## src/rtl/key_pkg.sv

```systemverilog
// key_pkg: shared state encoding and 12 MHz default timing for key_debouncer.
// Long-press support is selected at compile time with KEY_LONGPRESS_EN.
package key_pkg;

  typedef enum logic [1:0] {
    IDLE,
    PRESS_WAIT,
    HELD,
    RELEASE_WAIT
  } key_state_e;

  localparam int DEF_NUM_KEYS        = 4;
  localparam int DEF_DEBOUNCE_CYCLES = 50_000;
  localparam int DEF_LONG_CYCLES     = 6_000_000;

endpackage

```

## src/rtl/key_debounce_ch.sv

```systemverilog
// key_debounce_ch: one key channel - synchroniser, counter, FSM, pulses.
// Long-press logic exists only when KEY_LONGPRESS_EN is defined.
module key_debounce_ch
  import key_pkg::*;
#(
  parameter int DEBOUNCE_CYCLES = DEF_DEBOUNCE_CYCLES
`ifdef KEY_LONGPRESS_EN
  ,
  parameter int LONG_CYCLES = DEF_LONG_CYCLES
`endif
) (
  input  logic i_clk,
  input  logic i_rst_n,
  input  logic i_key_n,
  output logic o_down,
  output logic o_up,
  output logic o_level,
  output logic o_long
);

`ifdef KEY_LONGPRESS_EN
  localparam int CNT_W = $clog2(LONG_CYCLES + 1);
  localparam logic [CNT_W-1:0] LONG_LAST = CNT_W'(LONG_CYCLES - 1);
`else
  localparam int CNT_W = $clog2(DEBOUNCE_CYCLES + 1);
`endif
  localparam logic [CNT_W-1:0] DB_LAST = CNT_W'(DEBOUNCE_CYCLES - 1);

  logic [1:0]       sync_q, sync_d;
  key_state_e       state_q, state_d;
  logic [CNT_W-1:0] cnt_q, cnt_d;
  logic             down_q, down_d;
  logic             up_q, up_d;
  logic             level_q, level_d;
  logic             pressed;

`ifdef KEY_LONGPRESS_EN
  logic long_q, long_d;
  logic fired_q, fired_d;
`endif

  assign pressed = ~sync_q[1];

  // Two-stage synchroniser input shift.
  always_comb begin
    sync_d = {sync_q[0], i_key_n};
  end

  // Synchroniser flops; reset to released.
  always_ff @(posedge i_clk or negedge i_rst_n) begin
    if (!i_rst_n) sync_q <= 2'b11;
    else          sync_q <= sync_d;
  end

  // Next state, counter and pulse generation.
  always_comb begin
    state_d = state_q;
    cnt_d   = cnt_q;
    down_d  = 1'b0;
    up_d    = 1'b0;
    level_d = level_q;
`ifdef KEY_LONGPRESS_EN
    long_d  = 1'b0;
    fired_d = fired_q;
`endif
    unique case (state_q)
      IDLE: begin
        if (pressed) begin
          state_d = PRESS_WAIT;
          cnt_d   = '0;
        end
      end
      PRESS_WAIT: begin
        if (!pressed) begin
          state_d = IDLE;
        end else if (cnt_q == DB_LAST) begin
          state_d = HELD;
          cnt_d   = '0;
          down_d  = 1'b1;
          level_d = 1'b1;
        end else begin
          cnt_d = cnt_q + 1'b1;
        end
      end
      HELD: begin
        if (!pressed) begin
          state_d = RELEASE_WAIT;
          cnt_d   = '0;
        end else begin
`ifdef KEY_LONGPRESS_EN
          if (cnt_q != '1) cnt_d = cnt_q + 1'b1;
          if (cnt_q == LONG_LAST && !fired_q) begin
            long_d  = 1'b1;
            fired_d = 1'b1;
          end
`endif
        end
      end
      RELEASE_WAIT: begin
        if (pressed) begin
          state_d = HELD;
          cnt_d   = '0;
        end else if (cnt_q == DB_LAST) begin
          state_d = IDLE;
          up_d    = 1'b1;
          level_d = 1'b0;
`ifdef KEY_LONGPRESS_EN
          fired_d = 1'b0;
`endif
        end else begin
          cnt_d = cnt_q + 1'b1;
        end
      end
      default: begin
        state_d = IDLE;
        cnt_d   = '0;
      end
    endcase
  end

  // State, counter and registered outputs.
  always_ff @(posedge i_clk or negedge i_rst_n) begin
    if (!i_rst_n) begin
      state_q <= IDLE;
      cnt_q   <= '0;
      down_q  <= 1'b0;
      up_q    <= 1'b0;
      level_q <= 1'b0;
    end else begin
      state_q <= state_d;
      cnt_q   <= cnt_d;
      down_q  <= down_d;
      up_q    <= up_d;
      level_q <= level_d;
    end
  end

`ifdef KEY_LONGPRESS_EN
  // Long-press pulse and its once-per-hold flag.
  always_ff @(posedge i_clk or negedge i_rst_n) begin
    if (!i_rst_n) begin
      long_q  <= 1'b0;
      fired_q <= 1'b0;
    end else begin
      long_q  <= long_d;
      fired_q <= fired_d;
    end
  end

  assign o_long = long_q;
`else
  assign o_long = 1'b0;
`endif

  assign o_down  = down_q;
  assign o_up    = up_q;
  assign o_level = level_q;

endmodule

```

## src/rtl/key_debouncer.sv

```systemverilog
// key_debouncer: NUM_KEYS independent debounce channels for board keys.
// Define KEY_LONGPRESS_EN to build the long-press pulse outputs.
module key_debouncer
  import key_pkg::*;
#(
  parameter int NUM_KEYS        = DEF_NUM_KEYS,
  parameter int DEBOUNCE_CYCLES = DEF_DEBOUNCE_CYCLES,
  parameter int LONG_CYCLES     = DEF_LONG_CYCLES
) (
  input  logic                i_clk,
  input  logic                i_rst_n,
  input  logic [NUM_KEYS-1:0] i_key_n,
  output logic [NUM_KEYS-1:0] o_key_down,
  output logic [NUM_KEYS-1:0] o_key_up,
  output logic [NUM_KEYS-1:0] o_key_level,
  output logic [NUM_KEYS-1:0] o_key_long
);

  if (DEBOUNCE_CYCLES < 2 || LONG_CYCLES <= DEBOUNCE_CYCLES)
  begin : g_bad_params
    $error("key_debouncer: need DEBOUNCE_CYCLES>=2, LONG>DEBOUNCE");
  end

  for (genvar i = 0; i < NUM_KEYS; i++) begin : g_ch
    key_debounce_ch #(
      .DEBOUNCE_CYCLES(DEBOUNCE_CYCLES)
`ifdef KEY_LONGPRESS_EN
      ,
      .LONG_CYCLES(LONG_CYCLES)
`endif
    ) u_ch (
      .i_clk   (i_clk),
      .i_rst_n (i_rst_n),
      .i_key_n (i_key_n[i]),
      .o_down  (o_key_down[i]),
      .o_up    (o_key_up[i]),
      .o_level (o_key_level[i]),
      .o_long  (o_key_long[i])
    );
  end

endmodule
```

## config.mk

```make
export PLATFORM = sky130hd
export DESIGN_NAME = key_debouncer
export DESIGN_NICKNAME = d
export VERILOG_FILES = /design/src/rtl/key_pkg.sv /design/src/rtl/key_debounce_ch.sv /design/src/rtl/key_debouncer.sv
export SDC_FILE = /design/constraint.sdc
export NUM_CORES = 1
export LEC_CHECK = 0
export BUFFER_PORTS_ARGS = -buffer_cell sky130_fd_sc_hd__buf_2
export CORE_UTILIZATION = 55
export CTS_CLUSTER_SIZE = 16
export DETAILED_ROUTE_END_ITERATION = 12
export PLACE_DENSITY = 0.75
export SYNTH_ARGS = -nofsm -noshare
export SYNTH_HDL_FRONTEND = slang
export SYNTH_SLANG_ARGS = --single-unit
```

## constraint.sdc

```tcl
create_clock -name i_clk -period 5.84 [get_ports i_clk]
set_clock_uncertainty 0.05 [all_clocks]
set_input_delay 0.876 -clock i_clk [delete_from_list [all_inputs] [get_ports i_clk]]
set_output_delay 0.876 -clock i_clk [all_outputs]
set_load 0.02 [all_outputs]
```

Word-level counts from Yosys, hierarchy flattened
Index checks and enable logic that the tools add are counted.
{"block": "op_classes", "magnitude_cmp": 0, "reduce_logical": 20, "shift": 0, "n_addsub": 4, "muxes": 96, "mul": 0, "n_div": 0, "bitwise_logic": 0, "eq_ne": 52}
{"cell": "$mux W16", "count": 24}
{"cell": "$pmux W16 S4", "count": 4}
{"cell": "$add A16 B1 Y16 const B", "count": 4}
{"cell": "$eq A16 B16 Y1 const B", "count": 4}
{"cell": "$mux W2", "count": 24}
{"cell": "$mux W1", "count": 36}
{"cell": "$ne A2 B1 Y1 const B", "count": 16}
{"cell": "$pmux W2 S4", "count": 4}
{"cell": "$reduce_and A4 Y1", "count": 8}
{"cell": "$ne A3 B3 Y1 const B", "count": 8}
{"cell": "$reduce_and A5 Y1", "count": 4}
{"cell": "$eq A2 B2 Y1 const B", "count": 8}
{"cell": "$ne A2 B2 Y1 const B", "count": 8}
{"cell": "$ne A3 B1 Y1 const B", "count": 4}
{"cell": "$eq A2 B1 Y1 const B", "count": 4}
{"cell": "$logic_not A2 Y1", "count": 4}
{"cell": "$pmux W1 S2", "count": 4}
{"cell": "$reduce_bool A2 Y1", "count": 4}
{"block": "word_totals", "latchBits": 0, "mem_bits_rw": 0, "wordCells": 196, "rom_bits": 0, "ff_bits": 92, "in_bits": 6, "n_memories": 0, "out_inout_bits": 16}

Depth between registers and ports, before layout
Gate-level depths: netlist of the first run.
{"block": "logic_depth", "ltp_word": 4, "ltp_mapped": 8, "depth_no_buf": 6}

Modules after synthesis
A second synthesis of the first run with hierarchy kept.
{"block": "hier_totals", "hier_cells": 545, "area_unflattened_um2": 5271.3}
{"mod": "key_debounce_ch (g_ch[0].u_ch ...)", "n_inst": 3, "area_each_um2": 1306.3, "cells_per_inst": 130, "seq_area_each_um2": 578.1}
{"mod": "key_debounce_ch (g_ch[3].u_ch)", "n_inst": 1, "area_each_um2": 1352.5, "cells_per_inst": 155, "seq_area_each_um2": 578.1}

Worst setup path before layout of the first run
OpenSTA, ideal clock, no wires.
{"block": "synth_timing", "path_kind": "register -> register", "start": "register g_ch[3].u_ch.cnt_q[0]", "end": "register g_ch[3].u_ch.cnt_q[14]", "setup_slack_ns": 3.631, "setup_ns": 0.124, "stages_incl_launch_ff": 7, "arrival_ns": 2.035, "path_buffers": 0, "t_required_ns": 5.666, "cell_sequence": "dfrtp_1 ha_1 and4b_1 nand4_1 and2_1 a311o_1 a211o_1"}
{"block": "synth_between", "elab_chain_len": 4}
{"item": "from (decl)", "line_no": "key_debounce_ch.sv:31", "source": "logic [CNT_W-1:0] cnt_q, cnt_d;"}
{"item": "from (signal assigned)", "line_no": "key_debounce_ch.sv:131", "source": "cnt_q <= cnt_d;"}
{"item": "$add A16 B1 Y16 or $eq A16 B16 Y1 (tied branches)"}
{"item": "$mux W16, on equally long branches", "line_no": "key_debounce_ch.sv:103, key_debounce_ch.sv:76"}
{"item": "$mux W16, on equally long branches", "line_no": "key_debounce_ch.sv:100, key_debounce_ch.sv:74"}
{"item": "$pmux W16 S4", "line_no": "key_debounce_ch.sv:66", "source": "unique case (state_q)"}
Several ways; a longest one is shown, not always the timed one. The select of a mux whose other input is x is not followed.
A chain may end at the register's enable or synchronous reset.

Worst setup path in the final report of the first run
Same ends and word-level chain as after synthesis.

==> impl_metrics.json, run 1 <==
{
  "status": "completed",
  "die-area_um2": 11290,
  "pwr-share-seq_pct": 53.9,
  "period_minus_slack_ns": 2.957,
  "grt_pass1_vias": 5287,
  "crit_end": "g_ch[3].u_ch.cnt_q[14]$_DFFE_PN0P_",
  "vias": 5520,
  "initial_core_util_pct": 57.41,
  "ctsHoldBuffers": 0,
  "drc": 0,
  "power.internal_mw": 0.9642,
  "fin_util_pct": 59.06,
  "crit_path_end_kind": "register",
  "yosys-top-cells-area": "dfrtp_1 (35%), nand2_1 (4.8%), nand3_1 (3.7%), dfstp_2 (3.5%), a21oi_1 (3.3%)",
  "crit_buf_inv": 0,
  "gr-total-overflow": 0,
  "grt_pass1_wl_um": 24080,
  "gp_congestion": 0.9109,
  "synth_ff_type": "dfrtp_1",
  "async_reset_ff_share_pct": 100.0,
  "cts_max_level": 3,
  "cp_max_fo": 19,
  "reg2reg_depth": 6,
  "synthCells": 712,
  "synthesis.area_um2": 5979,
  "synth.top_cell.area_share_pct": 35.15,
  "setup_viol": 0,
  "p_sw_mw": 0.3816,
  "p_total_mw": 1.346,
  "firstDrtPassIters": 7,
  "fin_area_um2": 6152,
  "clockBufferDepth": 2,
  "ios": 22,
  "hold_class": "reg -> reg",
  "slowest_delay_ns": 0.60,
  "num-fill-cells": 922,
  "path_depth": 6,
  "p_leak_nw": 2.472,
  "critPathTopFamily": "simple AND/OR/NAND/NOR gates",
  "fin_crit_sh_pct": 50.63,
  "synth_edf_count": 0,
  "portBuffers": 17,
  "place_hpwl_um": 9440,
  "tightestPinTransition_ns": 1.028,
  "clk_pin_slew_worst_paths_ns": 0.09,
  "r2r-start": "g_ch[3].u_ch.cnt_q[0]$_DFFE_PN0P_",
  "nets": 690,
  "place_area_um2": 5932,
  "yosysSeqAreaShare_pct": 38.67,
  "yosys_register_bits": 92,
  "postRouteAntennaNets": 0,
  "rows": 37,
  "core_um2": 10420,
  "root_buffer": "clkbuf_8",
  "instances_no_fill": 821,
  "slew_headroom_pct": 30.91,
  "path_cells": "ha_1 -> and4b_1 -> nand4_1 -> and2_1 -> a311o_1 -> a211o_1",
  "diodes": 0,
  "crit_start": "g_ch[3].u_ch.cnt_q[0]$_DFFE_PN0P_",
  "maxCapViolCount": 0,
  "viasPerCell": 6.724,
  "wl_per_cell_um": 17.03,
  "synthDistinctLibCells": 80,
  "fmax_mhz": 338.2,
  "cts_tree": "done",
  "place_inst": 805,
  "slew_violations": 0,
  "insertion_delay_ns": 0.38,
  "antenna_found_initial": 0,
  "dieWidth_um": 106.3,
  "ir_worst_vdd_mv": 0.1778,
  "power_switching_share_pct": 28.35,
  "yosys_warnings": 0,
  "p_comb_share_pct": 10.1,
  "synth.largest_area_cell": "dfrtp_1",
  "routed_wirelength_um": 13980,
  "worstSetupStartpointType": "register",
  "critical_path_required_ns": 6.06,
  "drtIter0Drc": 380,
  "avgSynthCellArea_um2": 8.398,
  "die_height_um": 106.3,
  "power_density_nw_per_um2": 218.7,
  "clkPwrFrac_pct": 36.0,
  "numClockSinks": 92,
  "cpMaxStageDelayCell": "nand4_1",
  "grt_usage_pct": 26.21,
  "numCtsBuffers": 9,
  "arrival_ns": 3.17,
  "criticalPathCategory": "reg -> reg",
  "drive_above_1_share_pct": 8.759,
  "cts_resized": 0,
  "final-hold-violation-count": 0,
  "tns_ns": 0,
  "area_delta_synth_final_pct": 2.888,
  "cts_setup_buffers": 0,
  "grt_max_degree": 55,
  "reg2reg_to": "g_ch[3].u_ch.cnt_q[14]$_DFFE_PN0P_",
  "rsz0062_at_grt": "false",
  "r2r_setup_slack_ns": 2.88
}
cells in the final DEF (no fill, tap or decap), types with 14 or more instances in the layout:
master and instances:
a221o_1 14, nor2_1 42, o21ai_0 36, nand3_1 44
a21oi_1 39, dfrtp_1 84, nand2_1 77, inv_1 22
nor3_1 30, a31oi_1 24, and2_1 14, buf_2 16
power by group through the flow:
stage	registers [mW]	logic, mW	clock network [mW]
final	0.725	0.137	0.484
after global placement	0.732	0.129	0
after floorplan	0.699	0.131	0
after global routing	0.733	0.155	0.520
after CTS	0.722	0.137	0.498
after detailed placement	0.735	0.136	0
worst min-delay path by stage:
stage,depth (start not counted),to,start
global placement,0,g_ch[0].u_ch.sync_q[1]$_DFF_PN1_,g_ch[0].u_ch.sync_q[0]$_DFF_PN1_
finish,0,g_ch[0].u_ch.sync_q[1]$_DFF_PN1_,g_ch[0].u_ch.sync_q[0]$_DFF_PN1_
CTS,0,g_ch[1].u_ch.sync_q[1]$_DFF_PN1_,g_ch[1].u_ch.sync_q[0]$_DFF_PN1_
floorplan,0,g_ch[0].u_ch.sync_q[1]$_DFF_PN1_,g_ch[0].u_ch.sync_q[0]$_DFF_PN1_
detailed placement,0,g_ch[3].u_ch.sync_q[1]$_DFF_PN1_,g_ch[3].u_ch.sync_q[0]$_DFF_PN1_
global route,0,g_ch[0].u_ch.sync_q[1]$_DFF_PN1_,g_ch[0].u_ch.sync_q[0]$_DFF_PN1_
sequential cells by signal (all words and copies together) (netlist names), named ones only:
| register | flops |
|---|---|
| g_ch.u_ch.cnt_q | 64 |
| g_ch.u_ch.o_down | 4 |
| g_ch.u_ch.o_level | 4 |
| g_ch.u_ch.o_up | 4 |
| g_ch.u_ch.state_q | 4 |
| g_ch.u_ch.sync_q | 8 |
metrics by stage:
step	worst slack [ns]	hold WS, ns
after global placement	3.072	0.2958
after detailed placement	2.934	0.2975
after CTS	2.914	0.3121
after global routing	2.659	0.3130
after floorplan	3.631	0.2952
final	2.883	0.3107
per-layer routing:
layer | GRT usage [%] | share of wire, % | vias up
li1 | - | - | 2618
met1 | 34.21 | 44 | 2649
met2 | 42.81 | 47 | 218
met3 | 4.721 | 6.5 | 35
met4 | 11.01 | 2.1 | 0
met5 | 0 | 0 | -
kinds of logic after synthesis:
family                     share of synthesized area, %
other                                           0.06271
buffers and inverters                             7.114
muxes                                            0.3557
AOI/OAI and AO/OA                                 25.82
xor gates and xnor gates                         0.7325
and+or+nand+nor                                   26.41
adders and majority gates                        0.8370
DFF                                               38.67
worst register-to-register path: stages, from the launching register on:
cell and delay, ns:
dfrtp_1 0.49, ha_1 0.33, and4b_1 0.30, nand4_1 0.60, and2_1 0.48, a311o_1 0.32
a211o_1 0.28
cells in the mapped netlist (all sizes together) (5+ instances only):
cell type	number
and4	5
inv	23
nor3	30
dfstp	8
a32oi	5
nor4	10
or4	8
o21ai	48
or2	5
and3	13
buf	30
dfrtp	84
nand3	44
nand4	13
a211o	11
nor2	42
nand2	77
a31oi	25
a21oi	39
clkbuf	36
or3	8
and2	14
a22oi	5
nand2b	5
a221o	14
a22o	6
o31ai	14
a211oi	9
final cells by class:
class | instances | area, µm² | area share [%]
multi-input cells | 534 | 3253 | 52.88
flip-flops and latches | 92 | 2312 | 37.58
well taps | 136 | 170.2 | 2.766
clock buffers | 9 | 123.9 | 2.013
repair buffers | 20 | 110.1 | 1.790
clock inverters | 7 | 96.34 | 1.566
inverters | 23 | 86.33 | 1.403
Note: power is estimated with default switching activity, not from simulation.
==> run 2, diff against run 1 <==
Settings changed: PLACE_DENSITY 0.75 to 0.78.
Clock period 5.84 ns to 2.6 ns, I/O delays scaled along.
==> impl_metrics.json, run 2 (synthesis gave the netlist of run 1 again) <==
{
  "ctsHoldBuffers": 1,
  "status": "completed",
  "grt_usage_pct": 27.13,
  "core_um2": 10420,
  "cp_max_fo": 11,
  "slew_headroom_pct": 23.77,
  "postRouteAntennaNets": 0,
  "final-hold-violation-count": 0,
  "fin_util_pct": 59.86,
  "vias": 5628,
  "final_cell_mix": "dfrtp_1 (84), nand2_1 (77), nand3_1 (44)",
  "diodes": 0,
  "grt_max_degree": 51,
  "rsz0062_at_grt": "false",
  "maxCapViolCount": 0,
  "dieWidth_um": 106.3,
  "wl_per_cell_um": 17.37,
  "nets": 702,
  "power_density_nw_per_um2": 474.9,
  "insertion_delay_ns": 0.39,
  "ir_worst_vdd_mv": 0.3976,
  "die_height_um": 106.3,
  "largest_reg_flops": 64,
  "drtIter0Drc": 431,
  "grt_pass1_wl_um": 24920,
  "fmax_mhz": 418.9,
  "numClockSinks": 92,
  "firstDrtPassIters": 5,
  "place_hpwl_um": 9684,
  "clockBufferDepth": 2,
  "final_common_cell": "dfrtp_1",
  "antenna_found_initial": 0,
  "crit_path_end_kind": "register",
  "hold_class": "in -> reg",
  "rows": 37,
  "portBuffers": 17,
  "gr-total-overflow": 0,
  "top_register": "g_ch.u_ch.cnt_q",
  "grt_pass1_vias": 5382,
  "arrival_ns": 2.65,
  "cts_resized": 0,
  "criticalPathCategory": "reg -> reg",
  "viasPerCell": 6.756,
  "routed_wirelength_um": 14470,
  "cts_tree": "done",
  "critical_path_required_ns": 2.87,
  "cts_setup_buffers": 0,
  "drive_above_1_share_pct": 10.19,
  "reg.largest.list": "g_ch.u_ch.cnt_q (64), g_ch.u_ch.sync_q (8)",
  "period_minus_slack_ns": 2.387,
  "num-fill-cells": 911,
  "setup_viol": 0,
  "gp_congestion": 0.9057,
  "die-area_um2": 11290,
  "worstSetupStartpointType": "register",
  "drc": 0,
  "area_delta_synth_final_pct": 4.269,
  "clk_pin_slew_worst_paths_ns": 0.09,
  "p_total_mw": 2.961,
  "fin_crit_sh_pct": 91.82,
  "whs_ns": 0.04619,
  "numCtsBuffers": 9,
  "tns_ns": 0,
  "initial_core_util_pct": 57.41,
  "p_leak_nw": 2.524,
  "root_buffer": "clkbuf_8",
  "slew_violations": 0,
  "ios": 22,
  "cts_max_level": 3,
  "tightestPinTransition_ns": 1.135
}
[run 2: path summary, 6_finish.rpt]
kind | start | to | slack (ns) | cells after the start
setup / recovery | g_ch[0].u_ch.cnt_q[11]$_DFFE_PN0P_ | g_ch[0].u_ch.cnt_q[11]$_DFFE_PN0P_ | 0.21 | 5
hold / removal | i_key_n[2] | g_ch[2].u_ch.sync_q[0]$_DFF_PN1_ | 0.05 | 1
hold reg to reg | g_ch[1].u_ch.sync_q[0]$_DFF_PN1_ | g_ch[1].u_ch.sync_q[1]$_DFF_PN1_ | 0.31 | 0
setup reg to reg | g_ch[0].u_ch.cnt_q[11]$_DFFE_PN0P_ | g_ch[0].u_ch.cnt_q[11]$_DFFE_PN0P_ | 0.21 | 5
min in group asynchronous | i_rst_n | g_ch[2].u_ch.cnt_q[8]$_DFFE_PN0P_ | 0.49 | 2
max in group asynchronous | i_rst_n | g_ch[0].u_ch.sync_q[0]$_DFF_PN1_ | 1.29 | 3
[run 2: report_power, final]
group          switching, mW  total [mW]  internal [mW]
Sequential             0.130        1.63           1.50
Combinational          0.191       0.321          0.130
Clock                  0.562        1.01          0.450
[run 2: per-stage QoR]
stage,std cells,setup WS [ns],cell area (µm²)
floorplan,715,0.3913,5991
global placement,816,0.2993,6027
detailed placement,816,0.2644,6027
CTS,833,0.2366,6235
global route,833,0.05965,6235
finish,833,0.2126,6235
[run 2: area by class of cell]
class,count,area (µm²),share of cell area [%]
Inverter,23,86.33,1.385
Tap cell,136,170.2,2.729
Multi-Input combinational cell,534,3253,52.18
Timing Repair Buffer,32,215.2,3.452
Clock buffer,9,123.9,1.987
Sequential cell,92,2312,37.09
Clock inverter,7,73.82,1.184
[run 2: per-layer routing]
layer  up-vias  global-route usage [%]  part of all wire [%]
li1       2634                       -                     -
met3        41                   6.070                   7.3
met5         -                       0                     0
met1      2694                   35.65                    43
met2       259                   43.97                    48
met4         0                   9.623                   1.8
[run 2: worst max-delay path: stages (launching register included)]
cell and delay [ns]:
dfrtp_1 0.45, nor4b_1 0.49, and4_1 0.40, nor3b_2 0.29, or2_1 0.40, a221o_1 0.24
==> run 3, diff against run 2 <==
Settings changed: SYNTH_HIERARCHICAL from default to 1.
==> impl_metrics.json, run 3 <==
{
  "drive_above_1_share_pct": 12.02,
  "gp_congestion": 0.8920,
  "cp_max_fo": 8,
  "maxCapViolCount": 0,
  "wl_per_cell_um": 16.36,
  "synthTopCellsByCount": "dfrtp_1 (84), nand3_1 (42), nand2_1 (39), nor2_1 (27), inv_1 (24)",
  "core_um2": 9284,
  "slew_violations": 0,
  "numCtsBuffers": 9,
  "diodes": 0,
  "r2r_setup_slack_ns": 0.16,
  "tightestPinTransition_ns": 0.6438,
  "dieWidth_um": 99.90,
  "tns_ns": 0,
  "slowest_delay_ns": 0.67,
  "violations": "negative hold slack",
  "final_common_cell": "dfrtp_1",
  "synth_edf_count": 0,
  "insertion_delay_ns": 0.36,
  "cts_tree": "done",
  "period_minus_slack_ns": 2.437,
  "cpMaxStageDelayCell": "or4_1",
  "drtIter0Drc": 182,
  "viasPerCell": 6.401,
  "final_cell_mix": "dfrtp_1 (84), nand3_1 (42), nand2_1 (39)",
  "grt_pass1_wl_um": 19240,
  "ctsHoldBuffers": 0,
  "setup_viol": 0,
  "final-hold-violation-count": 6,
  "synthesis.area_um2": 5271,
  "cts_max_level": 3,
  "drc": 0,
  "yosysSeqAreaShare_pct": 43.86,
  "yosys-top-cells-area": "dfrtp_1 (40%), dfstp_2 (4.0%), nand3_1 (4.0%), a22o_1 (2.8%), nand2_1 (2.8%)",
  "yosysMostFrequentCell": "dfrtp_1",
  "ios": 22,
  "initial_core_util_pct": 56.78,
  "die-area_um2": 9980,
  "synthDistinctLibCells": 57,
  "worstSetupStartpointType": "register",
  "root_buffer": "clkbuf_8",
  "place_ws_ns": 0.2006,
  "power_density_nw_per_um2": 501.9,
  "p_leak_nw": 2.325,
  "portBuffers": 17,
  "synth_ff_type": "dfrtp_1",
  "gr-total-overflow": 0,
  "critical_path_required_ns": 2.78,
  "clk_pin_slew_worst_paths_ns": 0.08,
  "postRouteAntennaNets": 0,
  "antenna_found_initial": 0,
  "num-fill-cells": 754,
  "synth.largest_area_cell": "dfrtp_1",
  "crit_path_end_kind": "register",
  "status": "complete, but fails checks",
  "syn_nets": 555,
  "synthCells": 545,
  "whs_ns": -0.009164,
  "crit_buf_inv": 1,
  "die_height_um": 99.90,
  "nets": 555,
  "fin_ws_ns": 0.1630,
  "place_hpwl_um": 7495,
  "vias": 4340,
  "grt_usage_pct": 24.23,
  "p_total_mw": 2.823,
  "hold_class": "in -> async",
  "grt_pass1_vias": 4134,
  "rows": 35,
  "top_register": "g_ch.u_ch/cnt_q",
  "synth.top_cell.area_share_pct": 39.88,
  "rsz0062_at_grt": "false",
  "path_cells": "or4b_4 -> or4_1 -> buf_4 -> o2111ai_1 -> o211ai_1",
  "largest_reg_flops": 64,
  "yosys_register_bits": 92,
  "fmax_mhz": 410.3,
  "routed_wirelength_um": 11100,
  "ir_worst_vdd_mv": 0.5410,
  "grt_max_degree": 93,
  "critPathTopFamily": "simple AND/OR/NAND/NOR gates",
  "avgSynthCellArea_um2": 9.672,
  "area_delta_synth_final_pct": 6.693,
  "cts_resized": 0,
  "fin_crit_sh_pct": 93.73,
  "firstDrtPassIters": 4,
  "numClockSinks": 92,
  "arrival_ns": 2.61,
  "async_reset_ff_share_pct": 100.0,
  "cts_setup_buffers": 0,
  "clockBufferDepth": 2,
  "yosys_warnings": 6,
  "criticalPathCategory": "reg -> reg",
  "slew_headroom_pct": 56.88,
  "reg.largest.list": "g_ch.u_ch/cnt_q (64), g_ch.u_ch/sync_q (8)"
}
[run 3: cell types whose count changed after synthesis, sizes merged, moves of 9 or more]
| cell | previous run | this run |
|---|---|---|
| nor2 | 42 | 27 |
| o2111ai | 1 | 12 |
| a31oi | 25 | 6 |
| o211ai | 4 | 18 |
| a211o | 11 | 1 |
| o21ai | 48 | 26 |
| a22o | 6 | 17 |
| a21oi | 39 | 5 |
| buf | 30 | 16 |
| o31ai | 14 | 1 |
| o2111a | 0 | 9 |
| nor3 | 30 | 16 |
| clkbuf | 36 | 20 |
| nand2 | 77 | 39 |
[run 3: final cells by class]
cell class | count | area [µm²] | area share, %
multi-input combinational | 393 | 2670 | 47.47
sequential | 92 | 2312 | 41.11
tap | 129 | 161.4 | 2.870
timing repair buffer | 25 | 160.2 | 2.848
clock buffer | 10 | 127.6 | 2.269
clock inverter | 5 | 102.6 | 1.824
inverter | 24 | 90.09 | 1.602
[run 3: routing by layer]
metal	vias up	wire (µm)	track usage, %
li1	2086	-	-
met1	2130	5037	31.54
met2	105	5380	39.63
met3	19	476	5.362
met4	0	200	9.276
met5	-	0	0
[run 3: worst paths after layout]
path                                                         start  cells after the start                                end
min in group i_clk                                      i_key_n[1]                      1   g_ch[1].u_ch/sync_q[0]$_DFF_PN1_
worst min register to register    g_ch[3].u_ch/sync_q[0]$_DFF_PN1_                      0   g_ch[3].u_ch/sync_q[1]$_DFF_PN1_
max in group asynchronous                                  i_rst_n                      2   g_ch[0].u_ch/sync_q[0]$_DFF_PN1_
worst max register to register  g_ch[0].u_ch/cnt_q[12]$_DFFE_PN0P_                      5  g_ch[0].u_ch/cnt_q[5]$_DFFE_PN0P_
worst min-delay path                                       i_rst_n                      2      g_ch[2].u_ch/o_down$_DFF_PN0_
worst max-delay path            g_ch[0].u_ch/cnt_q[12]$_DFFE_PN0P_                      5  g_ch[0].u_ch/cnt_q[5]$_DFFE_PN0P_
[run 3: power by group]
part,internal [mW],switching (mW),total [mW],leakage [nW]
Sequential,1.47,0.0561,1.53,1.24
Combinational,0.0633,0.111,0.174,0.974
Clock,0.632,0.488,1.12,0.112
Total,2.17,0.655,2.82,2.32
[run 3: logic make-up (layout without fill, tap and decap cells)]
group                    after synthesis  in the layout  share of synthesized area [%]
AO/OA/AOI/OAI                        139            139                          20.48
AND/OR/NAND/NOR                      227            227                          25.71
buffers and inverters                 60             64                          5.483
other                                  4              4                         0.2847
multiplexers                           3              3                         0.5697
adder cells (fa/ha/maj)                4              4                         0.9495
flip-flops                            92             92                          43.86
XOR/XNOR                              16             16                          2.658
[run 3: per-stage QoR]
stage          util (%)  cell area [µm²]  instances
3_5_place_dp      58.10             5394        663
3_3_place_gp      58.10             5394        663
5_1_grt           60.58             5624        678
6_report          60.58             5624        678
2_1_floorplan         -             5271        545
4_1_cts           60.58             5624        678
